$ cat src/rtl/matrix_loader_if.sv
// Byte-stream handshake between the host-side bus and the matrix loader.
// The source holds in_data and in_valid until a rising edge sees in_ready high.
interface matrix_loader_if;
  logic       in_valid;
  logic [7:0] in_data;
  logic       in_ready;

  modport master (output in_valid, in_data, input in_ready);
  modport slave  (input in_valid, in_data, output in_ready);
endinterface

$ cat src/rtl/matrix_loader.sv
// Assembles two zero-padded 5x5 signed 8-bit operand matrices (A, then B) from a
// valid/ready byte stream and holds them stable for the combinational multiplier.

// One 5-byte matrix row; cleared on a new load, written one element per transfer.
module matrix_loader_row (
  input  logic        clk,
  input  logic        rst_n,
  input  logic        clr,
  input  logic        we,
  input  logic [2:0]  col,
  input  logic [7:0]  wdata,
  output logic [39:0] row_data
);
  logic [4:0][7:0] row_q, row_d;

  always_comb begin
    row_d = row_q;
    if (clr)     row_d      = '0;
    else if (we) row_d[col] = wdata;
  end

  always_ff @(posedge clk or negedge rst_n) begin
    if (!rst_n) row_q <= '0;
    else        row_q <= row_d;
  end

  assign row_data = row_q;
endmodule

module matrix_loader (
  input  logic                 clk,
  input  logic                 rst_n,
  input  logic                 start,
  input  logic [2:0]           size,
  matrix_loader_if.slave       bus,
  output logic [199:0]         matrix_a,
  output logic [199:0]         matrix_b,
  output logic                 mats_valid,
  output logic                 done,
  output logic                 busy,
  output logic                 size_err
);
  localparam int DIM = 5;
  localparam int EW  = 8;

  typedef enum logic [1:0] {IDLE, LOAD_A, LOAD_B, DONE} state_e;

  state_e     state_q, state_d;
  logic [2:0] n_q, n_d;
  logic [2:0] row_q, row_d;
  logic [2:0] col_q, col_d;
  logic       done_q, done_d;
  logic       mats_valid_q, mats_valid_d;
  logic       size_err_q, size_err_d;

  logic       loading, xfer, last_col, last_elem, size_ok;
  logic       clr, we_a, we_b;

  // Ready depends only on registered state so the source never sees a comb path.
  assign loading   = (state_q == LOAD_A) || (state_q == LOAD_B);
  assign xfer      = loading && bus.in_valid;
  assign last_col  = (col_q == n_q - 3'd1);
  assign last_elem = last_col && (row_q == n_q - 3'd1);
  assign size_ok   = (size >= 3'd2) && (size <= 3'd5);

  always_comb begin
    state_d      = state_q;
    n_d          = n_q;
    row_d        = row_q;
    col_d        = col_q;
    done_d       = 1'b0;
    mats_valid_d = mats_valid_q;
    size_err_d   = size_err_q;
    clr          = 1'b0;
    we_a         = 1'b0;
    we_b         = 1'b0;
    case (state_q)
      IDLE, DONE: begin
        if (start) begin
          mats_valid_d = 1'b0;
          if (size_ok) begin
            n_d        = size;
            row_d      = '0;
            col_d      = '0;
            size_err_d = 1'b0;
            clr        = 1'b1;
            state_d    = LOAD_A;
          end else begin
            // Bad size keeps the previous matrices but no longer vouches for them.
            size_err_d = 1'b1;
            state_d    = IDLE;
          end
        end
      end
      LOAD_A, LOAD_B: begin
        if (xfer) begin
          we_a = (state_q == LOAD_A);
          we_b = (state_q == LOAD_B);
          if (last_elem) begin
            row_d = '0;
            col_d = '0;
            if (state_q == LOAD_A) begin
              state_d = LOAD_B;
            end else begin
              state_d      = DONE;
              mats_valid_d = 1'b1;
              done_d       = 1'b1;
            end
          end else if (last_col) begin
            col_d = '0;
            row_d = row_q + 3'd1;
          end else begin
            col_d = col_q + 3'd1;
          end
        end
      end
      default: state_d = IDLE;
    endcase
  end

  always_ff @(posedge clk or negedge rst_n) begin
    if (!rst_n) begin
      state_q      <= IDLE;
      n_q          <= '0;
      row_q        <= '0;
      col_q        <= '0;
      done_q       <= 1'b0;
      mats_valid_q <= 1'b0;
      size_err_q   <= 1'b0;
    end else begin
      state_q      <= state_d;
      n_q          <= n_d;
      row_q        <= row_d;
      col_q        <= col_d;
      done_q       <= done_d;
      mats_valid_q <= mats_valid_d;
      size_err_q   <= size_err_d;
    end
  end

  // Rows at index >= n are never selected, which leaves the zero padding in place.
  for (genvar r = 0; r < DIM; r++) begin : g_row
    matrix_loader_row u_row_a (
      .clk      (clk),
      .rst_n    (rst_n),
      .clr      (clr),
      .we       (we_a && (row_q == 3'(r))),
      .col      (col_q),
      .wdata    (bus.in_data),
      .row_data (matrix_a[r*DIM*EW +: DIM*EW])
    );
    matrix_loader_row u_row_b (
      .clk      (clk),
      .rst_n    (rst_n),
      .clr      (clr),
      .we       (we_b && (row_q == 3'(r))),
      .col      (col_q),
      .wdata    (bus.in_data),
      .row_data (matrix_b[r*DIM*EW +: DIM*EW])
    );
  end

  assign bus.in_ready = loading;
  assign busy         = loading;
  assign done         = done_q;
  assign mats_valid   = mats_valid_q;
  assign size_err     = size_err_q;
endmodule

$ cat src/flat_wrapper.sv
// flat-port wrapper written by rule: the top's interface ports become plain ports
module matrix_loader_flat 
  (clk, rst_n, start, size, matrix_a, matrix_b, mats_valid, done, busy, size_err, bus_in_valid, bus_in_data, bus_in_ready);
  matrix_loader_if bus_i ();
  input  logic clk;
  input  logic rst_n;
  input  logic start;
  input  logic [2:0] size;
  output logic [199:0] matrix_a;
  output logic [199:0] matrix_b;
  output logic mats_valid;
  output logic done;
  output logic busy;
  output logic size_err;
  input wire logic [$bits(bus_i.in_valid)-1:0] bus_in_valid;
  input wire logic [$bits(bus_i.in_data)-1:0] bus_in_data;
  output wire logic [$bits(bus_i.in_ready)-1:0] bus_in_ready;
  assign bus_i.in_valid = bus_in_valid;
  assign bus_i.in_data = bus_in_data;
  assign bus_in_ready = bus_i.in_ready;
  matrix_loader u_core (.clk(clk), .rst_n(rst_n), .start(start), .size(size), .bus(bus_i), .matrix_a(matrix_a), .matrix_b(matrix_b), .mats_valid(mats_valid), .done(done), .busy(busy), .size_err(size_err));
endmodule
$ cat config.mk
export PLATFORM = sky130hd
export DESIGN_NAME = matrix_loader_flat
export DESIGN_NICKNAME = d
export VERILOG_FILES = /design/src/rtl/matrix_loader_if.sv /design/src/rtl/matrix_loader.sv /design/src/flat_wrapper.sv
export SDC_FILE = /design/constraint.sdc
export NUM_CORES = 1
export LEC_CHECK = 0
export CAP_MARGIN = 20
export CELL_PAD_IN_SITES_DETAIL_PLACEMENT = 0
export CELL_PAD_IN_SITES_GLOBAL_PLACEMENT = 1
export CORE_AREA = 2 2 212 214
export DETAILED_ROUTE_END_ITERATION = 16
export DIE_AREA = 0 0 214 216
export GPL_ROUTABILITY_DRIVEN = 0
export HOLD_SLACK_MARGIN = 0.08
export PLACE_DENSITY = 0.83
export SYNTH_ARGS = -nofsm -noshare
export SYNTH_HDL_FRONTEND = slang
export SYNTH_SLANG_ARGS = --single-unit
$ cat constraint.sdc
create_clock -name clk -period 3.7 [get_ports clk]
set_input_delay 0.74 -clock clk [delete_from_list [all_inputs] [get_ports clk]]
set_output_delay 0.74 -clock clk [all_outputs]
set_load 0.03 [all_outputs]
== Word level (Yosys, flattened, before mapping) ==
Index checks and enable logic that the tools add are counted.
Word-level totals
  register bits: 414
  logic and storage cells: 179
  input port bits: 15
  output and inout bits: 405
Operators by class
  $add $sub $neg: 3
  equal/unequal tests: 15
  reduce and logical (&&, ||, !) cells: 35
  $lt $le $gt $ge: 4
  muxes and demuxes: 65
Operators with widths (count)
  $mux W40: 20
  $bwmux W40: 10
  $demux W8 S3: 1
  $mux W3: 8
  $reduce_bool A2 Y1: 10
  $mux W1: 18
  $logic_and A1 B1 Y1: 14
  $pmux W3 S2: 2
  $reduce_and A3 Y1: 3
  $mux W8: 1
  $reduce_and A4 Y1: 2
  $add A3 B1 Y3 const B: 2
  $eq A3 B2 Y1 const B: 2
  $eq A3 B3 Y1: 2
  $mux W2: 3
  $ne A2 B1 Y1 const B: 3
  $eq A2 B2 Y1 const B: 2
  $lt A3 B4 Y1 const B: 1
  $ne A2 B2 Y1 const B: 2
  $pmux W2 S2: 1
  $reduce_or A2 Y1: 2
  $eq A3 B1 Y1 const B: 1
  $eq A3 B3 Y1 const B: 1
  $ge A3 B1 Y1 const B: 1
  other kinds (10): 10

== Logic depth before layout (Yosys ltp) ==
Gate-level depths: netlist (run 1).
  word-level depth: 8
  gate-level depth with buffers: 9
  mapped depth without buffers: 6

== Modules after synthesis ==
From an unflattened synthesis (run 1), not the netlist that was laid out.
Second synthesis, totals
  cells, all modules: 1560
  area total of the unflattened synthesis: 19319.8 um2
By module, submodules not included
  matrix_loader_row: cells an instance 145, sequential area each 1001.0 um2, area each 1834.3 um2, times used 10
  matrix_loader: cells an instance 110, sequential area each 350.3 um2, area each 977.2 um2, times used 1

== Worst setup path before layout (run 1) ==
OpenSTA, ideal clock, no wires.
  path type: flip-flop to output port
  from: reg u_core.state_q[0]
  to: out busy
  buffers on the path: 2
  data required time: 2.960 ns
  setup slack: 1.548 ns
  arrival: 1.412 ns
  cell stages (with the launch flop): 6
  path through: dfrtp_1 > inv_1 > ha_1 > bufbuf_16 > inv_1 > buf_4
Between the ends
  longest elaborated chain between the ends: 2
  elaborated cells on any way between the ends: 3
  classes of those cells: eq/ne: 2; reduce/logical: 1
RTL lines
  start: declaration: line matrix_loader.sv:48  | state_e state_q, state_d;
  start signal: assignment: line matrix_loader.sv:131  | state_q <= state_d;
  $eq A2 B1 Y1 or $eq A2 B2 Y1 (tied branches): line matrix_loader.sv:60  | assign loading = (state_q == LOAD_A) || (state_q == LOAD_B);
  $logic_or A1 B1 Y1 *: line matrix_loader.sv:60
  end: declaration: line flat_wrapper.sv:13  | output logic busy;
Mark *: on every way between the ends. The rest lies on a longest branch, timed or not.

== Final worst setup path (run 1) ==
  from: reg u_core.state_q[0]
  to: out bus_in_ready
Between the ends
  longest elaborated chain between the ends: 2
  elaborated cells on any way between the ends: 3
  classes of those cells: eq/ne: 2; reduce/logical: 1
RTL lines
  $eq A2 B1 Y1 or $eq A2 B2 Y1 (tied branches): line matrix_loader.sv:60
  $logic_or A1 B1 Y1 *: line matrix_loader.sv:60
  end: declaration: line flat_wrapper.sv:17  | output wire logic [$bits(bus_i.in_ready)-1:0] bus_in_ready;
Marked as above.

==> results.ini, run 1 <==
[routing]
drtIter0Drc=916
via_per_inst=5.03
wl_per_cell_um=21.9
antenna_left=0
drc=0
drt_first_pass_iters=5
routed_wl_mm=54.5
num_vias=12500

[synthesis]
netlist_area_mm2=0.0175
ys_seq_area_share_pct=59.3
synthCells=1477
yosys_warnings=0
avgSynthCellArea_um2=11.8
syn_nets=1502
synth_cell_types=52
ys_ff_latch=414

[timing]
rsz0062_at_grt=false
period_share_pct=84.1
slew_headroom_pct=35.0
hold_viol=0
finalCriticalPeriod_ns=3.11
whs_ns=0.170
clock_skew_ns=0.0131
tightest_slew_ns=0.975
fin_ws_ns=0.590
tns_ns=0
setup_viol=0
max_freq_ghz=0.322
slew_violations=0

[clock_network]
cts-root-buf=clkbuf_16
clock_sinks=414
cts_buffer_depth=3
htree_levels=2
cts-buffers-inserted=45
clk_latency_ns=0.56
holdBufCountCts=0
cts_tree=built
post_cts_buffers=0
clkTransAtPathRegs_ns=0.07
cts_resized=0

[worst_setup_path]
required_ns=2.96
end_kind=output pin
criticalPathCategory=reg2out
worst_setup_path_start_kind=flop
critPathArrivalTime_ns=2.37
cp_max_fo=10

[run_status]
status=finished clean

[min_path]
hold_class=in2async

[pwr]
power.internal_w=0.00869
p_switching_w=0.00417
p_comb_share_pct=24.4
ir_worst_vdd_v=0.000417
clockPowerShare_pct=36.0
seqPwrFrac_pct=39.6
leakage_nw=11.3
power.share.switching_pct=32.4
cellPowerDensity_mw_per_mm2=540

[floorplan]
die_y_um=216
coreArea_mm2=0.0438
ios=420
die_w_um=214
rows=77
dieArea_mm2=0.0462
start_util_pct=39.8

[layout]
mostFrequentLayoutCells=dfrtp_1 (414), clkdlybuf4s50_1 (410), mux2i_1 (393)
fill_cells=3782
final_area_mm2=0.0238
final_cells=2489
final_common_cell=dfrtp_1
synthToLayoutAreaGrowth_pct=36.3
antenna_cells=0
drive_gt1_share_pct=9.54
nets=1891

[global_route]
groute.usage.overall_pct=23.6
grt_pass1_vias=12800
grt-ovfl-total=0
grt_max_degree=130
grt_first_pass_wirelength_mm=83.3
antenna_found_initial=0

[placement]
io_buffer_count=419
place_ws_ns=0.517
dp.cells=2411
hpwl_mm=35.8
dpl_cell_area_mm2=0.0223

[run]
drv_cap=0

[power by group through the flow]
stage	Sequential [W]	Combinational (W)	Clock, W
detailed placement	0.00516	0.00316	0
floorplan	0.00563	0.00149	0
CTS	0.00509	0.00317	0.00473
global placement	0.00515	0.00312	0
global route	0.00513	0.00337	0.00492
finish	0.00509	0.00314	0.00463
[synthesized netlist by cell type (all sizes together)]
cell	n	area share, %
mux2	1	0.064
or3b	5	0.27
inv	11	0.24
nand4	2	0.072
xor2	2	0.10
nor2	426	9.7
and3b	1	0.057
o22ai	1	0.036
mux2i	393	23
a22oi	1	0.043
nand3	16	0.75
or2	2	0.072
nand3b	4	0.19
nand4b	4	0.20
nand2	18	0.40
clkbuf	85	1.9
o41ai	2	0.10
a21boi	1	0.043
buf	27	0.86
xnor2	2	0.10
or3	2	0.079
a2bb2oi	1	0.050
o2bb2ai	1	0.050
xnor3	1	0.15
ha	10	0.72
a21o	1	0.043
o21a	1	0.043
dfrtp	414	59
a41oi	1	0.050
a31oi	1	0.036
nor3b	4	0.17
nor3	6	0.49
and2	2	0.072
nor4bb	1	0.057
bufbuf	1	0.19
or4	1	0.043
o21ai	15	0.43
a21oi	9	0.26
nand2b	1	0.036
[area by class of cell]
type | instances | area [um2] | share of cell area (%)
clock buffers | 63 | 1300 | 5.48
clock inverters | 15 | 208 | 0.872
inverters | 11 | 41.3 | 0.173
multi-input cells | 939 | 6570 | 27.6
flip-flops and latches | 414 | 10400 | 43.5
well taps | 592 | 741 | 3.11
repair buffers | 455 | 4580 | 19.2
[routing by layer]
metal	GRT usage [%]	up-vias	part of all wire [%]
li1	-	5685	-
met1	31.7	6360	44
met2	37.2	416	46
met3	7.00	64	7.8
met4	6.25	0	2.1
met5	0	-	0
[flip-flops by register name, indices dropped and copies added, names as in the netlist]
| signal | count |
|---|---|
| u_core.col_q | 3 |
| u_core.done | 1 |
| u_core.g_row.u_row_a.row_data | 200 |
| u_core.g_row.u_row_b.row_data | 200 |
| u_core.mats_valid | 1 |
| u_core.n_q | 3 |
| u_core.row_q | 3 |
| u_core.size_err | 1 |
| u_core.state_q | 2 |
[worst max-delay path, stage by stage, from the launching register on]
cell	delay, ns
dfrtp_1	0.37
inv_1	0.07
ha_1	0.45
inv_1	0.22
clkdlybuf4s50_1	0.70
[worst paths after layout]
kind	cells after the start	end	slack, ns	startpoint
worst min-delay path	1	u_core.g_row[4].u_row_b.row_data[23]	0.17	rst_n
min in group clk	1	u_core.size_err	0.49	u_core.size_err
max in group asynchronous	3	u_core.g_row[3].u_row_b.row_data[6]	2.54	rst_n
worst max-delay path	4	bus_in_ready	0.59	u_core.state_q[0]
worst min register to register	1	u_core.size_err	0.49	u_core.size_err
worst max register to register	6	u_core.g_row[3].u_row_b.row_data[4]	1.15	u_core.state_q[0]
[kinds of logic after synthesis]
kind of cell | Yosys count | share of synthesized area (%)
and+or+nand+nor | 495 | 12.7
DFF | 414 | 59.3
muxes | 394 | 22.6
buffers and inverters | 124 | 3.17
AOI/OAI and AO/OA | 35 | 1.18
adders and majority gates | 10 | 0.716
xor gates and xnor gates | 5 | 0.351
[per-stage QoR]
step,power (W),utilization (%)
after floorplan,0.00712,-
final,0.0129,54.3
after detailed placement,0.00833,50.9
after global routing,0.0134,54.3
after global placement,0.00827,50.9
after CTS,0.0130,54.3
(Power assumes the default switching activity.)
==> run 2: changes to the inputs <==
--- a/config.mk
+++ b/config.mk
@@ -8,12 +8,12 @@
 export CAP_MARGIN = 20
 export CELL_PAD_IN_SITES_DETAIL_PLACEMENT = 0
 export CELL_PAD_IN_SITES_GLOBAL_PLACEMENT = 1
-export CORE_AREA = 2 2 212 214
+export CORE_AREA = 2 2 215 217
 export DETAILED_ROUTE_END_ITERATION = 16
-export DIE_AREA = 0 0 214 216
+export DIE_AREA = 0 0 217 219
 export GPL_ROUTABILITY_DRIVEN = 0
 export HOLD_SLACK_MARGIN = 0.08
-export PLACE_DENSITY = 0.83
+export PLACE_DENSITY = 0.81
 export SYNTH_ARGS = -nofsm -noshare
 export SYNTH_HDL_FRONTEND = slang
 export SYNTH_SLANG_ARGS = --single-unit
==> constraint.sdc (replaced) <==
create_clock -name clk -period 3.3 [get_ports clk]
set_input_delay 0.66 -clock clk [delete_from_list [all_inputs] [get_ports clk]]
set_output_delay 0.66 -clock clk [all_outputs]
set_load 0.03 [all_outputs]
==> results.ini, run 2 (synthesized netlist as in run 1, its figures left out) <==
[worst_setup_path]
critPathArrivalTime_ns=2.45  ; was 2.37 ns
criticalPathCategory=reg2out  ; unchanged
cp_max_fo=10  ; unchanged
worst_r2r_endpoint=u_core.g_row[4].u_row_b.row_data[0]  ; was u_core.g_row[3].u_row_b.row_data[4]
required_ns=2.64  ; was 2.96 ns
r2r_slack_ns=0.66  ; was 1.15 ns
worst_setup_path_start_kind=flop  ; unchanged
rr_startpoint=u_core.col_q[2]  ; was u_core.state_q[0]
path_cells=inv_1, ha_1, inv_1, clkdlybuf4s50_1  ; unchanged
end_kind=output pin  ; unchanged
crit_top_cell=inv_1  ; unchanged
slowest_delay_ns=0.72  ; was 0.70 ns
cpMaxStageDelayCell=clkdlybuf4s50_1  ; unchanged
rr_worst_depth=4  ; was 6

[timing]
finalCriticalPeriod_ns=3.11
tightest_slew_ns=0.979  ; was 0.975 ns
max_freq_ghz=0.321
clock_skew_ns=0.0186  ; was 0.0131 ns
slew_headroom_pct=34.7  ; was 35.0%
slew_violations=0  ; unchanged
period_share_pct=94.3
hold_viol=0  ; unchanged
setup_viol=0  ; unchanged
rsz0062_at_grt=false  ; unchanged
tns_ns=0  ; unchanged

[global_route]
antenna_found_initial=0  ; unchanged
grt_first_pass_wirelength_mm=84.6  ; was 83.3 mm
grt_pass1_vias=13000  ; was 12,800
grt-ovfl-total=0  ; unchanged
grt_max_degree=149  ; was 130
groute.usage.overall_pct=23.5  ; was 23.6%

[clock_network]
cts-root-buf=clkbuf_16  ; unchanged
cts_resized=0  ; unchanged
clkTransAtPathRegs_ns=0.06  ; was 0.07 ns
clock_sinks=414  ; unchanged
cts_buffer_depth=3  ; unchanged
cts-buffers-inserted=45  ; unchanged
cts_tree=built  ; unchanged
clk_latency_ns=0.57  ; was 0.56 ns
post_cts_buffers=0  ; unchanged
htree_levels=2  ; unchanged

[placement]
io_buffer_count=419  ; unchanged
hpwl_mm=36.6  ; was 35.8 mm

[routing]
via_per_inst=5.01  ; was 5.03
antenna_left=0  ; unchanged
wl_per_cell_um=22.1  ; was 21.9 um
drtIter0Drc=762  ; was 916
routed_wl_mm=55.7  ; was 54.5 mm
num_vias=12600  ; was 12,500
drt_first_pass_iters=4  ; was 5
drc=0  ; unchanged

[layout]
multi_input_area_mm2=0.00657  ; unchanged
drive_gt1_share_pct=10.5  ; was 9.54%
seqCellArea_mm2=0.0104  ; unchanged
fill_cells=3980  ; was 3,782
final_common_cell=dfrtp_1  ; unchanged
mostFrequentLayoutCells=dfrtp_1 (414), clkdlybuf4s50_1 (410), mux2i_1 (393)  ; unchanged
nets=1907  ; was 1,891
synthToLayoutAreaGrowth_pct=37.5  ; was 36.3%
utilization_pct=53.2  ; was 54.3%
antenna_cells=0  ; unchanged

[run_status]
status=finished clean  ; unchanged

[pwr]
finalPower_w=0.0145  ; was 0.0129 W
ir_worst_vdd_v=0.000418  ; was 0.000417 V
cellPowerDensity_mw_per_mm2=602  ; was 540 mW/mm2
leakage_nw=11.4  ; was 11.3 nW

[min_path]
hold_depth=1
min_from=u_core.size_err
whs_endpoint=u_core.size_err
hold_class=reg2reg  ; was in2async

[floorplan]
start_util_pct=38.7  ; was 39.8%
die_w_um=217  ; was 214 um
rows=78  ; was 77
coreArea_mm2=0.0451  ; was 0.0438 mm2
dieArea_mm2=0.0475  ; was 0.0462 mm2
die_y_um=219  ; was 216 um
ios=420  ; unchanged

[run]
drv_cap=0  ; unchanged

-- run 2: worst max path at each step --
stage,endpoint,from,cells after the start
floorplan,u_core.g_row[2].u_row_b.row_data[18],u_core.state_q[0],9
global placement,u_core.g_row[3].u_row_b.row_data[18],bus_in_valid,6
detailed placement,u_core.g_row[3].u_row_b.row_data[24],bus_in_valid,6
CTS,bus_in_ready,u_core.state_q[0],4
global route,bus_in_ready,u_core.state_q[0],4
finish,bus_in_ready,u_core.state_q[0],4
-- run 2: critical path, delay by kind of cell (launching register included) --
kind,cells,cell delay (ns)
flops,1,0.39
fa+ha+maj,1,0.45
buf+inv,3,1.06
-- run 2: report_power, final --
group | internal (W) | leakage (nW) | switching [W] | total [W]
Sequential | 0.00543 | 5.76 | 0.000280 | 0.00571
Combinational | 0.00115 | 4.90 | 0.00234 | 0.00349
Clock | 0.00318 | 0.768 | 0.00208 | 0.00526
-- run 2: final cells by class --
class	instances	share of cell area, %
clock buffers	64	5.66
flip-flops and latches	414	43.1
inverters	11	0.172
clock inverters	17	0.818
repair buffers	471	19.7
multi-input cells	939	27.4
well taps	600	3.13
-- run 2: routing by layer --
metal / track usage (%) / routed length [um] / vias up
met5: 0 / 0 / -
met4: 7.01 / 1390 / 0
met3: 6.42 / 3980 / 77
met2: 37.3 / 25800 / 404
met1: 31.5 / 24500 / 6411
li1: - / - / 5722
-- run 2: timing repair --
item                                   CTS  global route
setup endpoints to repair                0             0
hold buffers                             1             0
endpoints found under the hold margin   10             0
-- run 2: per-stage QoR --
| stage | hold WS (ns) | worst slack [ns] | cell area [um2] | std cells |
|---|---|---|---|---|
| 2_1_floorplan | 0.364 | 1.16 | 17500 | 1477 |
| 3_3_place_gp | 0.479 | 0.427 | 22400 | 2434 |
| 3_5_place_dp | 0.483 | 0.300 | 22400 | 2434 |
| 4_1_cts | 0.497 | 0.141 | 24000 | 2516 |
| 5_1_grt | 0.526 | 0.0871 | 24000 | 2516 |
| 6_report | 0.496 | 0.189 | 24000 | 2516 |
